===== config.mk =====
export PLATFORM = sky130hd
export DESIGN_NAME = uart_tx_fifo
export DESIGN_NICKNAME = d
export VERILOG_FILES = /design/src/rtl/uart_tx_fifo.sv
export SDC_FILE = /design/constraint.sdc
export NUM_CORES = 1
export LEC_CHECK = 0
export ABC_AREA = 1
export CAP_MARGIN = 20
export CORE_MARGIN = 2
export CORE_UTILIZATION = 50
export CTS_CLUSTER_DIAMETER = 80
export CTS_CLUSTER_SIZE = 8
export DETAILED_ROUTE_END_ITERATION = 16
export PLACE_DENSITY_LB_ADDON = 0.2
export SLEW_MARGIN = 20
export SYNTH_ARGS = -nofsm -noshare
export SYNTH_HDL_FRONTEND = slang
export SYNTH_SLANG_ARGS = --single-unit

===== constraint.sdc =====
create_clock -name clk -period 2.68 [get_ports clk]
set_input_delay 0.402 -clock clk [delete_from_list [all_inputs] [get_ports clk]]
set_output_delay 0.402 -clock clk [all_outputs]
set_load 0.02 [all_outputs]

===== src/rtl/uart_tx_fifo.sv =====
`default_nettype none
// ============================================================================
//  Module   : uart_tx_fifo
//  Purpose  : Byte FIFO feeding a UART transmitter. CPU stores push bytes
//             into a DEPTH-entry circular buffer; a small feeder FSM drains
//             it one byte per frame over the start/data/busy handshake.
//  Ports    : clk, rst_n          - clock, asynchronous active-low reset
//             wr_en_i, wr_data_i  - push strobe and byte
//             full_o, empty_o     - occupancy flags decoded from count_o
//             count_o             - occupancy 0..DEPTH
//             overflow_o          - sticky "push dropped while full" flag
//             ovf_clr_i           - synchronous clear of overflow_o
//             tx_start_o          - one-cycle start pulse to transmitter
//             tx_data_o           - byte presented to transmitter
//             tx_busy_i           - transmitter busy flag
//  Config   : `define UART_TX_FIFO_OVF_EN builds the sticky overflow flag;
//             otherwise overflow_o is tied low and ovf_clr_i is ignored.
//  Revision : 1.0 - initial release
// ============================================================================
module uart_tx_fifo #(
  parameter int DEPTH = 16,
  parameter int AW    = 4
) (
  input  logic          clk,
  input  logic          rst_n,
  input  logic          wr_en_i,
  input  logic [7:0]    wr_data_i,
  output logic          full_o,
  output logic          empty_o,
  output logic [AW:0]   count_o,
  output logic          overflow_o,
  input  logic          ovf_clr_i,
  output logic          tx_start_o,
  output logic [7:0]    tx_data_o,
  input  logic          tx_busy_i
);

  localparam logic [AW:0] c_FULL_COUNT = (AW+1)'(DEPTH);

  typedef enum logic [1:0] {
    IDLE    = 2'd0,
    WAIT_HI = 2'd1,
    WAIT_LO = 2'd2,
    UNUSED  = 2'd3
  } state_e;

  // --------------------------------------------------------------------------
  // Storage
  // --------------------------------------------------------------------------
  logic [7:0]    mem_q [DEPTH];
  logic [AW-1:0] wr_ptr_q, wr_ptr_d;
  logic [AW-1:0] rd_ptr_q, rd_ptr_d;
  logic [AW:0]   count_q, count_d;

  logic          push;
  logic          pop;
  logic          drop;

  state_e        state_q, state_d;
  logic          tx_start_q, tx_start_d;
  logic [7:0]    tx_data_q, tx_data_d;

  assign full_o  = (count_q == c_FULL_COUNT);
  assign empty_o = (count_q == '0);
  assign count_o = count_q;

  // Acceptance is decided on the flag at the sampling edge only: a pop in
  // the same cycle does not free a slot for a push that finds the FIFO full.
  assign push = wr_en_i && !full_o;
  assign drop = wr_en_i && full_o;

  // The byte is latched into tx_data when the start is issued; the entry is
  // retired in the following cycle, while the start pulse is on the wire.
  // This gives count -> 0 two edges after the start decision.
  assign pop  = tx_start_q;

  always_comb begin
    wr_ptr_d = wr_ptr_q;
    rd_ptr_d = rd_ptr_q;
    count_d  = count_q;
    if (push) begin
      wr_ptr_d = wr_ptr_q + AW'(1);
    end
    if (pop) begin
      rd_ptr_d = rd_ptr_q + AW'(1);
    end
    case ({push, pop})
      2'b10:   count_d = count_q + (AW+1)'(1);
      2'b01:   count_d = count_q - (AW+1)'(1);
      default: count_d = count_q;
    endcase
  end

  always_ff @(posedge clk or negedge rst_n) begin
    if (!rst_n) begin
      wr_ptr_q <= '0;
      rd_ptr_q <= '0;
      count_q  <= '0;
    end else begin
      wr_ptr_q <= wr_ptr_d;
      rd_ptr_q <= rd_ptr_d;
      count_q  <= count_d;
    end
  end

  // Buffer contents are intentionally not reset.
  always_ff @(posedge clk) begin
    if (push) begin
      mem_q[wr_ptr_q] <= wr_data_i;
    end
  end

  // --------------------------------------------------------------------------
  // Feeder FSM
  // --------------------------------------------------------------------------
  always_comb begin
    state_d    = state_q;
    tx_start_d = 1'b0;
    tx_data_d  = tx_data_q;
    case (state_q)
      IDLE: begin
        if (!empty_o && !tx_busy_i) begin
          tx_data_d  = mem_q[rd_ptr_q];
          tx_start_d = 1'b1;
          state_d    = WAIT_HI;
        end
      end
      WAIT_HI: begin
        if (tx_busy_i) begin
          state_d = WAIT_LO;
        end
      end
      WAIT_LO: begin
        if (!tx_busy_i) begin
          state_d = IDLE;
        end
      end
      default: begin
        state_d = IDLE;
      end
    endcase
  end

  always_ff @(posedge clk or negedge rst_n) begin
    if (!rst_n) begin
      state_q    <= IDLE;
      tx_start_q <= 1'b0;
      tx_data_q  <= 8'h00;
    end else begin
      state_q    <= state_d;
      tx_start_q <= tx_start_d;
      tx_data_q  <= tx_data_d;
    end
  end

  assign tx_start_o = tx_start_q;
  assign tx_data_o  = tx_data_q;

  // --------------------------------------------------------------------------
  // Overflow flag
  // --------------------------------------------------------------------------
`ifdef UART_TX_FIFO_OVF_EN
  logic overflow_q, overflow_d;

  // A drop in the same cycle as a clear wins, so no drop is ever lost.
  always_comb begin
    overflow_d = overflow_q;
    if (drop) begin
      overflow_d = 1'b1;
    end else if (ovf_clr_i) begin
      overflow_d = 1'b0;
    end
  end

  always_ff @(posedge clk or negedge rst_n) begin
    if (!rst_n) begin
      overflow_q <= 1'b0;
    end else begin
      overflow_q <= overflow_d;
    end
  end

  assign overflow_o = overflow_q;
`else
  logic unused_ovf;
  assign unused_ovf = ovf_clr_i ^ drop;
  assign overflow_o = 1'b0;
`endif

endmodule
`default_nettype wire


# Word level (Yosys, flattened, before mapping)
# Memories as Yosys holds them, arrays and structs flattened. A register that Yosys moved wholly into a read port is not among the register bits.
# Cells that the tools add are included.
dict set report word_totals {
  regBits 16
  latch_bits 0
  ram_bits 128
  mem_bits_ro 0
  inputBits 13
  out_inout_bits 17
  elab_cells 38
  memories 1
}
dict set report op_classes {
  add_sub_neg 4
  multipliers 0
  div 0
  n_lt_le_gt_ge 0
  n_eq_ne 8
  shift 0
  n_mux 9
  n_bitwise 0
  n_reduce_logical 11
}
# name depth width read_ports rd_clocked_by_memory_dff wr line
set memory_table {}
lappend memory_table {mem_q 16 8 1 1 1 50} ;# logic [7:0] mem_q [DEPTH];
# cell n
set ops {}
lappend ops {{5-bit case mux with 2 select lines} 1}
lappend ops {{4-bit by 1-bit adder with 4-bit output, second input constant} 2}
lappend ops {{2-bit two-way mux} 3}
lappend ops {{2-bit != test, second input constant} 3}
lappend ops {{2-bit case mux with 3 select lines} 1}
lappend ops {{5-bit by 1-bit adder with 5-bit output, second input constant} 1}
lappend ops {{5-bit equality test, second input constant} 1}
lappend ops {{5-bit logical NOT} 1}
lappend ops {{5-bit by 1-bit subtractor with 5-bit output, second input constant} 1}
lappend ops {{2-bit by 1-bit equality test with 1-bit output, second input constant} 2}
lappend ops {{2-bit equality test, second input constant} 2}
lappend ops {{1-bit logical NOT} 4}
lappend ops {{1-bit two-way mux} 4}
lappend ops {{3-bit AND reduction} 1}
lappend ops {{1-bit logical AND} 2}
lappend ops {{2-bit logical NOT} 1}
lappend ops {{2-bit AND reduction} 1}
lappend ops {{2-bit nonzero test} 1}

# Longest topological paths before layout
dict set report depth {
  depth_word 5
  ltp_mapped 14
  depth_no_buf 13
}

# Least setup slack after synthesis
# OpenSTA, ideal clock, no wires.
dict set report synth_path {
  kind {register to register}
  startpoint {register count_q[2] (netlist: count_o[2])}
  endpoint {register count_q[4] (netlist: count_o[4])}
  setup_time_ns 0.066
  arrival_time_ns 2.274
  t_required_ns 2.614
  path_slack_ns 0.340
  path_stages_with_launch 15
  n_path_buf 1
  period_less_slack_ns 2.340
  path_cell_list {dfrtp_1 -> nor4_2 -> nand2_1 -> nand2_2 -> buf_2 -> ha_1 -> xor2_1 -> ha_1 -> inv_1 -> nand2_1 -> nand3_1 -> nand2_1 -> xor2_1 -> nand2_1 -> nand2_1}
}
dict set report synth_between {
  elab_chain_len 5
  elab_cells_between_ends 9
  cone_classes {add/sub (2); eq/ne (3); mux (1); reduce/logical (3)}
}
# element line
set synth_lines {}
lappend synth_lines {{from (decl)} 53} ;# logic [AW:0] count_q, count_d;
lappend synth_lines {{from (signal assigned)} 102} ;# count_q <= count_d;
lappend synth_lines {{5-bit equality test} 63} ;# assign full_o = (count_q == c_FULL_COUNT);
lappend synth_lines {{1-bit logical NOT} 69} ;# assign push = wr_en_i && !full_o;
lappend synth_lines {{1-bit logical AND} 69}
lappend synth_lines {{2-bit by 1-bit equality test with 1-bit output / 2-bit equality test (equally long branches)} 87} ;# case ({push, pop})
lappend synth_lines {{5-bit case mux with 2 select lines / 2-bit nonzero test (equally long branches)} -}
# Several ways; a longest one is shown, not always the timed one.
# A chain may end at the register's enable or synchronous reset.

# Worst setup path in the final report
dict set report layout_path {
  startpoint {register count_q[2] (netlist: count_o[2])}
  endpoint {output port empty_o}
}
dict set report layout_between {
  elab_chain_len 1
}
# element line
set layout_lines {}
lappend layout_lines {{5-bit logical NOT} 64} ;# assign empty_o = (count_q == '0);
lappend layout_lines {{to (decl)} 29} ;# output logic empty_o,
# Every way passes these cells.

==> run summary <==
Die Wd: 121 um
Largest net degree at the start of global routing: 68
Unrepaired setup endpoints after global routing: no
Drt pass-1 iters: 5
Die Span Y: 121 um
Initial DRC Count: 401
GPL Wtd Cong: 0.867
Worst EP required: 2.28 ns
Fmax: 0.409 GHz
PwrDens: 1050 mW/mm^2
Antenna-violating nets left: 0
Number of global-route vias before repair: 4411
WHS: 0.341 ns
Final Critical Period: 2.44 ns
Mapped Nets: 701
Cells after Synth: 679
Max_slew headroom: 48.9%
Core Footprint: 0.0132 mm^2
Worst setup EP type: output port
Syn avg cell area: 10.0 um^2
Final wirelength: 14400 um
Std-Cell Rows: 42
Psw: 2940 uW
Yosys warns: 0
Setup ws final: 0.236 ns
Clock transition at path regs: 0.05 ns
Met3 Track Usage GR: 4.43%
Starting Density: 51.3%
Count of cell types in the netlist: 24
Worst slew pin tran: 0.763 ns
DP Wirelength: 8950 um
WL/cell: 15.8 um
Reg-to-reg slack, setup: 0.31 ns
GRT Total Usage: 21.5%
DRC: 0
Port Buf Inserts: 27
Final Skew: 0.00617 ns
First-pass GRT wire length: 22900 um
Hold/Removal Path Class: in -> async
M1 GR Usage: 27.2%
Pre-CTS setup slack: 0.375 ns
P_leak: 0.00352 uW
Clock sink count: 152
Post-CTS Setup Inserts: 0
Max Cap Viol: 0
WP data arrival: 2.04 ns
Logic pwr share: 33.6%
Die area: 0.0145 mm^2
Sequential area share after synthesis: 65.4%
TritonCTS buffer count: 17
Crit path max fanout: 5
Period utilization: 91.2%
Antenna violations before repair: 0
Startpoint class of the critical path: register
Outcome: finished clean
Overflow after GRT: 0
Final nets: 745
Hold Vio Cnt, Final: 0
Diodes inserted: 0
Synthesis-to-finish area growth: 16.4%
Via count: 4559
H-tree levels: 4
IO Count: 30
Vias/cell: 5.00
Flops & latches, synth: 152
Crit Path Category: reg -> out
Crit path launch: count_o[2]$_DFFE_PN0P_
Worst reg-to-reg path cell count: 13
Root Driver: clkbuf_16
Mapped Area: 0.00680 mm^2
Total power draw: 8320 uW
GRT busiest layer: met2
Sw frac: 35.4%
GRT met2 Usage: 36.2%
Peak supply drop: 0.000564 V
Worst R2R End: count_o[4]$_DFFE_PN0P_
Worst skew pair latency: 0.43 ns
Total Negative Setup Slacks: 0 ns
Flop pwr share: 37.4%
Layout cells sized above 1: 7.48%
CTS max path bufs: 2
Int Power: 5380 uW
Post_cts resized: 0
CTS Hold Bufs: 0
Finish-stage setup viols: 0
Clock network power share: 29.0%
R2r startpoint: count_o[2]$_DFFE_PN0P_
Pins Over Slew Limit: 0
CTS tree: built
==> routing by layer <==
layer	vias to the layer above	wire length (um)
li1	2262	-
met1	2157	5960
met2	119	7360
met3	21	740
met4	0	304
met5	-	0
==> through the flow <==
step	instances	util (%)	instance area [um^2]
floorplan	679	-	6800
global placement	880	55.3	7320
detailed placement	880	55.3	7320
CTS	911	59.7	7910
global route	911	59.7	7910
finish	911	59.7	7910
==> logic make-up (layout without fill, tap and decap cells) <==
group                      after synthesis  after routing  synth area share [%]
buffers and inverters                  148            204                  9.20
AOI/OAI and AO/OA                        9              9                 0.736
xor gates and xnor gates                 9              9                  1.16
DFF                                    152            152                  65.4
other                                    1              1                0.0552
adders and majority gates                9              9                  1.66
and+or+nand+nor                        351            351                  21.8
==> cells in the final DEF, fill, tap and decap left out <==
master / netlist / routed
a21boi_0: 1 / 1
a21oi_1: 2 / 2
buf_12: 0 / 1
buf_4: 5 / 24
bufinv_16: 0 / 4
clkbuf_1: 1 / 4
clkbuf_16: 0 / 17
clkdlybuf4s50_1: 0 / 27
clkinv_1: 1 / 4
clkinv_2: 0 / 1
clkinv_4: 0 / 1
clkinvlp_4: 0 / 1
conb_1: 1 / 1
dfrtp_1: 24 / 23
dfrtp_2: 0 / 1
edfxtp_1: 128 / 128
ha_1: 9 / 9
inv_1: 118 / 118
inv_2: 2 / 2
nand2_1: 227 / 227
nand2_2: 2 / 2
nand3_1: 101 / 101
nand4_1: 1 / 1
nor2_1: 1 / 1
nor3_1: 18 / 18
nor4_2: 1 / 1
o21ai_0: 5 / 5
o21bai_1: 1 / 1
xnor2_1: 2 / 2
xor2_1: 7 / 7
==> sequential cells by signal (all words and copies together) (netlist names) <==
name / flops
wr_ptr_q: 4
count_o: 5
tx_start_o: 1
rd_ptr_q: 4
state_q: 2
mem_q: 128
tx_data_o: 8
==> cell usage after synthesis <==
| cell | instances | area share (%) |
|---|---|---|
| nand2_1 | 227 | 13 |
| edfxtp_1 | 128 | 57 |
| inv_1 | 118 | 6.5 |
| nand3_1 | 101 | 7.4 |
| dfrtp_1 | 24 | 8.8 |
| nor3_1 | 18 | 1.3 |
| buf_2 | 17 | 1.3 |
| ha_1 | 9 | 1.7 |
| xor2_1 | 7 | 0.90 |
| buf_4 | 5 | 0.55 |
| o21ai_0 | 5 | 0.37 |
| buf_6 | 4 | 0.66 |
| a21oi_1 | 2 | 0.15 |
| inv_2 | 2 | 0.11 |
| nand2_2 | 2 | 0.18 |
| xnor2_1 | 2 | 0.26 |
| a21boi_0 | 1 | 0.11 |
| clkbuf_1 | 1 | 0.055 |
| clkinv_1 | 1 | 0.055 |
| conb_1 | 1 | 0.055 |
| nand4_1 | 1 | 0.092 |
| nor2_1 | 1 | 0.055 |
| nor4_2 | 1 | 0.18 |
| o21bai_1 | 1 | 0.11 |
==> critical path, cell delays in order (launching register included) <==
cell and delay (ns):
dfrtp_1 0.43, nor4_2 0.33, nand2_1 0.18, inv_1 0.08, clkdlybuf4s50_1 0.60
==> how the worst max path moves through the flow <==
stage	to	slack, ns	cells past startpoint
after floorplan	count_o[4]$_DFFE_PN0P_	0.34	14
after global placement	count_o[4]$_DFFE_PN0P_	0.49	13
after detailed placement	count_o[4]$_DFFE_PN0P_	0.38	13
after CTS	empty_o	0.20	4
after global routing	empty_o	0.12	4
final	empty_o	0.24	4
==> power by group through the flow <==
stage / registers [uW] / logic [uW] / clock network, uW
floorplan: 3210 / 1840 / 0
global placement: 3150 / 2730 / 0
detailed placement: 3160 / 2770 / 0
CTS: 3110 / 2810 / 2440
global route: 3150 / 3130 / 2540
finish: 3110 / 2790 / 2410
==> layout make-up <==
| cell class | count | area [um^2] |
|---|---|---|
| timing repair buffer | 52 | 470 |
| clock buffer | 21 | 440 |
| tap | 176 | 220 |
| clock inverter | 10 | 153 |
| inverter | 121 | 454 |
| sequential | 152 | 4450 |
| multi-input combinational | 379 | 1730 |
| fill | 1100 | 5330 |
Note: power is estimated with default switching activity, not from simulation.
